[src/rtl/reg_file.sv]
// Architectural register file with rename tags for a Tomasulo-style core.
// Operand reads resolve in zero cycles, forwarding from commit, the CDBs or the ROB.
`ifndef ROB_WIDTH
`define ROB_WIDTH 3
`endif

module reg_file (
   input  logic                  clk_in,
   input  logic                  rst_in,
   input  logic                  rdy_in,
   input  logic                  clear,
   input  logic [4:0]            rs1,
   input  logic [4:0]            rs2,
   output logic [31:0]           val_j,
   output logic [31:0]           val_k,
   output logic                  has_dep_j,
   output logic                  has_dep_k,
   output logic [`ROB_WIDTH-1:0] dep_j,
   output logic [`ROB_WIDTH-1:0] dep_k,
   input  logic                  rename_en,
   input  logic [4:0]            rename_rd,
   input  logic [`ROB_WIDTH-1:0] rename_rob_id,
   input  logic                  commit_en,
   input  logic [4:0]            commit_rd,
   input  logic [`ROB_WIDTH-1:0] commit_rob_id,
   input  logic [31:0]           commit_value,
   input  logic                  rs_ready,
   input  logic [`ROB_WIDTH-1:0] rs_rob_id,
   input  logic [31:0]           rs_value,
   input  logic                  lsb_ready,
   input  logic [`ROB_WIDTH-1:0] lsb_rob_id,
   input  logic [31:0]           lsb_value,
   input  logic                  rob_j_ready,
   input  logic [31:0]           rob_j_value,
   input  logic                  rob_k_ready,
   input  logic [31:0]           rob_k_value
);

   typedef struct packed {
      logic [31:0]           val;
      logic                  has_dep;
      logic [`ROB_WIDTH-1:0] dep;
   } operand_t;

   logic [31:0]           value_q [32];
   logic [31:0]           value_d [32];
   logic [31:0]           busy_q;
   logic [31:0]           busy_d;
   logic [`ROB_WIDTH-1:0] tag_q [32];
   logic [`ROB_WIDTH-1:0] tag_d [32];

   logic rename_fire;
   logic commit_fire;

   assign rename_fire = rdy_in && rename_en && !clear && (rename_rd != 5'd0);
   assign commit_fire = rdy_in && commit_en && (commit_rd != 5'd0);

   // Priority: commit, ALU CDB, LSB CDB, then the ROB's own lookup.
   function automatic operand_t resolve(
      input logic [4:0]            idx,
      input logic [31:0]           st_val,
      input logic                  st_busy,
      input logic [`ROB_WIDTH-1:0] st_tag,
      input logic                  rob_ready,
      input logic [31:0]           rob_value
   );
      operand_t r;
      r = '0;
      if (idx == 5'd0) begin
         r = '0;
      end else if (!st_busy) begin
         r.val = st_val;
      end else begin
         r.dep = st_tag;
         if (commit_en && commit_rd == idx && commit_rob_id == st_tag) begin
            r.val = commit_value;
         end else if (rs_ready && rs_rob_id == st_tag) begin
            r.val = rs_value;
         end else if (lsb_ready && lsb_rob_id == st_tag) begin
            r.val = lsb_value;
         end else if (rob_ready) begin
            r.val = rob_value;
         end else begin
            r.has_dep = 1'b1;
         end
      end
      return r;
   endfunction

   operand_t op_j;
   operand_t op_k;

   always_comb begin
      op_j = resolve(rs1, value_q[rs1], busy_q[rs1], tag_q[rs1], rob_j_ready, rob_j_value);
      op_k = resolve(rs2, value_q[rs2], busy_q[rs2], tag_q[rs2], rob_k_ready, rob_k_value);
   end

   assign val_j     = op_j.val;
   assign has_dep_j = op_j.has_dep;
   assign dep_j     = op_j.dep;
   assign val_k     = op_k.val;
   assign has_dep_k = op_k.has_dep;
   assign dep_k     = op_k.dep;

   // A same-cycle rename is applied after the commit so the newer producer keeps busy.
   always_comb begin
      for (int i = 0; i < 32; i++) begin
         value_d[i] = value_q[i];
         tag_d[i]   = tag_q[i];
      end
      busy_d = busy_q;
      if (commit_fire) begin
         value_d[commit_rd] = commit_value;
         if (tag_q[commit_rd] == commit_rob_id) busy_d[commit_rd] = 1'b0;
      end
      if (rdy_in && clear) begin
         busy_d = '0;
         for (int i = 0; i < 32; i++) tag_d[i] = '0;
      end
      if (rename_fire) begin
         busy_d[rename_rd] = 1'b1;
         tag_d[rename_rd]  = rename_rob_id;
      end
   end

   always_ff @(posedge clk_in) begin
      if (rst_in) begin
         for (int i = 0; i < 32; i++) begin
            value_q[i] <= '0;
            tag_q[i]   <= '0;
         end
         busy_q <= '0;
      end else begin
         for (int i = 0; i < 32; i++) begin
            value_q[i] <= value_d[i];
            tag_q[i]   <= tag_d[i];
         end
         busy_q <= busy_d;
      end
   end

endmodule
[config.mk]
export PLATFORM = sky130hd
export DESIGN_NAME = reg_file
export DESIGN_NICKNAME = d
export VERILOG_FILES = /design/src/rtl/reg_file.sv
export SDC_FILE = /design/constraint.sdc
export NUM_CORES = 2
export LEC_CHECK = 0
export BUFFER_PORTS_ARGS = -buffer_cell sky130_fd_sc_hd__buf_2
export CAP_MARGIN = 15
export CORE_UTILIZATION = 50
export CTS_CLUSTER_DIAMETER = 200
export CTS_CLUSTER_SIZE = 30
export DETAILED_ROUTE_END_ITERATION = 16
export MAX_ROUTING_LAYER = met4
export PLACE_DENSITY = 0.67
export SKIP_CTS_REPAIR_TIMING = 1
export SLEW_MARGIN = 20
export SYNTH_ARGS = -nofsm -noshare
export SYNTH_HDL_FRONTEND = slang
export SYNTH_SLANG_ARGS = --single-unit
[constraint.sdc]
create_clock -name clk_in -period 4.5 [get_ports clk_in]
set_clock_uncertainty 0.15 [all_clocks]
set_input_delay 0.225 -clock clk_in [delete_from_list [all_inputs] [get_ports clk_in]]
set_output_delay 0.225 -clock clk_in [all_outputs]
set_load 0.05 [all_outputs]
* Word level (Yosys, flattened, before mapping) *
Memories as Yosys holds them, arrays and structs flattened.
Cells that the tools add are included.

word-level totals
  latch bits = 0
  bits in writable memories = 1120
  register bits = 32
  memories kept = 2
  word-level logic and storage cells = 224
  output and inout bits = 72
  memory bits (read-only) = 0

cells by class
  bitwise gates (word level) = 69
  magnitude comparators = 10
  $add $sub $neg = 0
  multipliers = 0
  shift operators = 0
  reductions and logical operators = 23
  div/mod/pow operators = 0
  equal/unequal tests = 9
  multiplexer cells = 110

memories
  name     depth  bits a word  read ports  clocked after Yosys merged registers in  write ports  line  text
  value_q  32     32           34          0                                        32           45    logic [31:0] value_q [32];
  tag_q    32     3            35          0                                        32           49    logic [`ROB_WIDTH-1:0] tag_q [32];

operators by type and width
  kind                                                         count
  2-to-1 mux 32 bit                                            47
  bitwise mux 1024 bit                                         1
  2-to-1 mux 1024 bit                                          1
  2-to-1 mux 96 bit                                            2
  demux 32 bit (select 5 bit)                                  1
  2-to-1 mux 3 bit                                             33
  bitwise mux 96 bit                                           1
  2-to-1 mux 36 bit                                            2
  bitwise OR 1 bit                                             64
  bitwise AND 32 bit                                           1
  NOT 32 bit                                                   1
  bitwise OR 32 bit                                            1
  less-than comparator 5 x 6 -> 1 bit (second input constant)  4
  equality test 3 bit                                          7
  logical AND 1 bit                                            18
  demux 3 bit (select 5 bit)                                   1
  2-to-1 mux 1 bit                                             15
  >= comparator 6 bit (second input constant)                  2
  less-than comparator 6 x 1 -> 1 bit (second input constant)  2
  NOT 5 -> 6 bit                                               2
  binary-select mux 1 bit (select 5 bit)                       2
  demux 1 bit (select 5 bit)                                   2
  equality test 5 bit                                          2
  >= comparator 5 x 1 -> 1 bit (second input constant)         2
  4 further kinds                                              7

* Depth between registers and ports, before layout *
  depth after elaboration = 11
  mapped depth = 13
  depth with buffers taken out = 8

* Worst setup path before layout *
No wires, ideal clock.

  path type = input-to-output
  start = input port rs2[0]
  end = output port has_dep_k
  stages on the path = 9
  setup slack = 0.287 ns
  data arrival time = 3.838 ns
  path buffers = 3
  path through = buf_2 > mux4_2 > mux2_2 > o211ai_2 > xor2_1 > and4_1 > buf_2 > clkbuf_1 > nor4b_1

between the ends
  cells in the longest elaborated chain, start to end = 8

RTL lines
  what                      line  text
  from (decl)               13    input logic [4:0] rs2,
  memory read (32 x 3 bit)  --
  equality test 3 bit       79    end else if (lsb_ready && lsb_rob_id == st_tag) begin
  logical AND 1 bit         79
  2-to-1 mux 1 bit          79
  2-to-1 mux 1 bit          77    end else if (rs_ready && rs_rob_id == st_tag) begin
  2-to-1 mux 1 bit          75    if (commit_en && commit_rd == idx && commit_rob_id == st_tag) begin
  2-to-1 mux 4 bit          71    end else if (!st_busy) begin
  2-to-1 mux 36 bit *       69    if (idx == 5'd0) begin
  to (decl)                 17    output logic has_dep_k,

Every way passes the cells marked *; elsewhere a longest branch is shown, timed or not. The select of a mux whose other input is x is not followed.

==> flow_metrics.env <==
export IMPL_status="finished, violations left"
export IMPL_violations="negative hold slack, negative setup slack"
export IMPL_crit_required_ns=4.12
export IMPL_wirelength_um=263000
export IMPL_synth_edf_count=0
export IMPL_ys_top_cells_by_area="dfxtp_1 37%, mux4_2 26%, nand2_1 13%"
export IMPL_cts_tree="built"
export IMPL_fill_cells=11000
export IMPL_routedWlPerCell_um=31.6
export IMPL_critPathSlowestCell="o32ai_1"
export IMPL_first_pass_iters=14
export IMPL_cts_htree_levels=2
export IMPL_async_reset_ff_share_pct=0
export IMPL_start_kind="register"
export IMPL_drt_iter0_drc=10500
export IMPL_r2r_start="tag_q[2][2]$_SDFF_PP0_"
export IMPL_netlist_top_cells_count="2,187 x nand2_1, 1,180 x a21oi_1, 1,152 x dfxtp_1"
export IMPL_grt_start_max_net_pins=141
export IMPL_met3_usage_pct=16.4
export IMPL_clkLatencyLatePin_ns=0.74
export IMPL_root_buffer="clkbuf_16"
export IMPL_min_period_ns=4.55
export IMPL_yosys_warnings=0
export IMPL_synth_xor_area_share_pct=0.405
export IMPL_cap_violations=0
export IMPL_grt_use_met2_pct=58.0
export IMPL_total_power_mw=17.8
export IMPL_holdCritPathClass="input pin to register"
export IMPL_maxSlewViolCount=0
export IMPL_finalSetupViolCount=12
export IMPL_clk_pin_slew_ns=0.13
export IMPL_drcViolationCount=0
export IMPL_ys_seq_area_share_pct=37.0
export IMPL_synth_adder_area_share_pct=0
export IMPL_critPathLaunch="tag_q[18][1]$_SDFF_PP0_"
export IMPL_syn_area_per_cell_um2=9.20
export IMPL_grt_busiest_layer="met2"
export IMPL_cts_buffers=44
export IMPL_critical_path_class="register to output port"
export IMPL_setup_ws_ns=-0.0543
export IMPL_final_nets=6828
export IMPL_grtUsageTotal_pct=41.7
export IMPL_synth_compound_area_share_pct=12.7
export IMPL_dpl_worst_slack_ns=0.0422
export IMPL_initial_core_util_pct=50.4
export IMPL_synth_cells=6778
export IMPL_crit_path_frequent_cell="buf_12"
export IMPL_timing_hold_ws_ns=-0.0340
export IMPL_power_density_nw_per_um2=262
export IMPL_synth_top_family_by_area="multiplexers"
export IMPL_synthesis_area_um2=62300
export IMPL_drive_gt1_share_pct=21.7
export IMPL_period_share_pct=101
export IMPL_die_w_um=355
export IMPL_crit_chain="mux4_2 -> nor2b_1 -> a211o_1 -> o211ai_4 -> buf_12 -> buf_12 -> xor2_4 -> and4_4 -> buf_12 -> a2111oi_0 -> o32ai_1 -> buf_2"
export IMPL_io_buffers=273
export IMPL_core_area_um2=124000
export IMPL_hold_start="rename_rd[2]"
export IMPL_synth_cell_types=61
export IMPL_die_h_um=355
export IMPL_postRouteAntennaNets=0
export IMPL_die_area_um2=126000
export IMPL_hold_viol_final=17
export IMPL_antenna_found_initial=23
export IMPL_rows=129
export IMPL_end_kind="output port"
export IMPL_gp_congestion=1.01
export IMPL_ys_flop_type="dfxtp_1"
export IMPL_yosysMostFrequentCell="nand2_1"
export IMPL_io_pins=274
export IMPL_grt_remaining_overflow=0
export IMPL_slowest_delay_ns=0.59
export IMPL_use_met1_pct=50.5
export IMPL_cts_sinks=1152
export IMPL_synth_fp_nets=6980
export IMPL_relSlewSlack_pct=13.9
export IMPL_clockBufferDepth=3
export IMPL_viasPerCell=6.98
export IMPL_worst_slew_pin_slew_ns=1.29
export IMPL_yosys_area_top_type="dfxtp_1"
export IMPL_synthSimpleGateAreaFrac_pct=16.9
export IMPL_rsz0062_at_grt="true"
export IMPL_p_leak_nw=21.4
export IMPL_dp_hpwl_um=161000
export IMPL_crit_fanout=14
export IMPL_synthToLayoutAreaGrowth_pct=8.80
export IMPL_synth_top_area_share_pct=37.0
export IMPL_max_freq_ghz=0.220
export IMPL_synthMuxAreaShare_pct=28.3
export IMPL_synth_seq_cells=1152
export IMPL_worst_ep_arrival_time_ns=4.18
export IMPL_vdd_ir_drop_max_mv=0.305
export IMPL_grt_pass1_wl_um=372000
export IMPL_vias=58000
export IMPL_grt_pass1_vias=54000
sequential cells by signal, indices dropped and copies added (netlist names):
| name | flops |
|---|---|
| busy_q | 32 |
| tag_q | 96 |
| value_q | 1024 |
worst max-delay path: cells and delay by family (launching register included):
family | cells | cell delay [ns]
muxes | 1 | 0.48
and+or+nand+nor | 2 | 0.52
AOI/OAI and AO/OA | 4 | 1.07
DFF | 1 | 0.38
buffers and inverters | 4 | 0.84
xor gates and xnor gates | 1 | 0.17
power breakdown:
group / switching [mW] / internal (mW) / total (mW)
registers: 0.0282 / 10.2 / 10.3
logic: 1.55 / 0.662 / 2.21
clock network: 3.45 / 1.84 / 5.28
total: 5.02 / 12.7 / 17.8
routing by layer:
layer	wire length, µm	up-vias
met5	0	-
met4	18900	0
met3	43700	1239
met2	111000	4842
met1	89200	28100
li1	-	23900
logic make-up (layout without fill, tap and decap cells):
| group | Yosys count | in the layout |
|---|---|---|
| AND/OR/NAND/NOR | 2582 | 2582 |
| buffers and inverters | 749 | 599 |
| flip-flops | 1152 | 1152 |
| multiplexers | 856 | 856 |
| XOR/XNOR | 28 | 28 |
| AO/OA/AOI/OAI | 1411 | 1411 |
| other | 0 | 48 |
placed cells by master, fill, tap and decap left out, drive strengths merged, types with 2 or more instances in the layout:
cell and count:
a2111oi 33, a21oi 1180, a221oi 2, a22oi 25, a31oi 65, and2 11
and3 4, and3b 2, and4 35, buf 502, clkbuf 53, dfxtp 1152
diode 48, dlygate4sd3 39, inv 5, mux2 4, mux2i 130, mux4 722
nand2 2187, nand2b 36, nand3 104, nand3b 2, nand4 7, nand4b 31
nor2 78, nor2b 44, nor3 12, nor3b 2, nor4 5, o211ai 34
o221ai 30, o32ai 32, or2 9, or3 7, or4 2, xnor2 15
xor2 13
area by class of cell:
class,count,area [µm²],area share (%)
multi-input cells,4877,37000,54.6
flip-flops and latches,1152,23100,34.0
repair buffers,549,4390,6.48
well taps,1637,2050,3.02
clock buffers,45,1130,1.66
diodes,48,120,0.177
clock inverters,3,37.5,0.0553
inverters,2,7.51,0.0111
per-stage QoR:
step                      instances  area [µm²]  TNS (ns)  utilization (%)
final                          8313       67800    -0.245             54.9
after global routing           8303       67800    -0.274             54.8
after CTS                      8214       66900     -8.94             54.1
after detailed placement       8166       65700         0             53.1
after global placement         8165       65700         0             53.1
after floorplan                6778       62300         0                -
final timing paths:
| check | endpoint | slack, ns | depth (start not counted) |
|---|---|---|---|
| worst max-delay path | val_k[26] | -0.05 | 12 |
| worst min-delay path | tag_q[11][2]$_SDFF_PP0_ | -0.03 | 5 |
| worst max register to register | busy_q[14]$_SDFF_PP0_ | 2.02 | 8 |
| worst min register to register | value_q[10][19]$_SDFFE_PP0P_ | 0.32 | 2 |
Note: power is estimated with default switching activity, not from simulation.
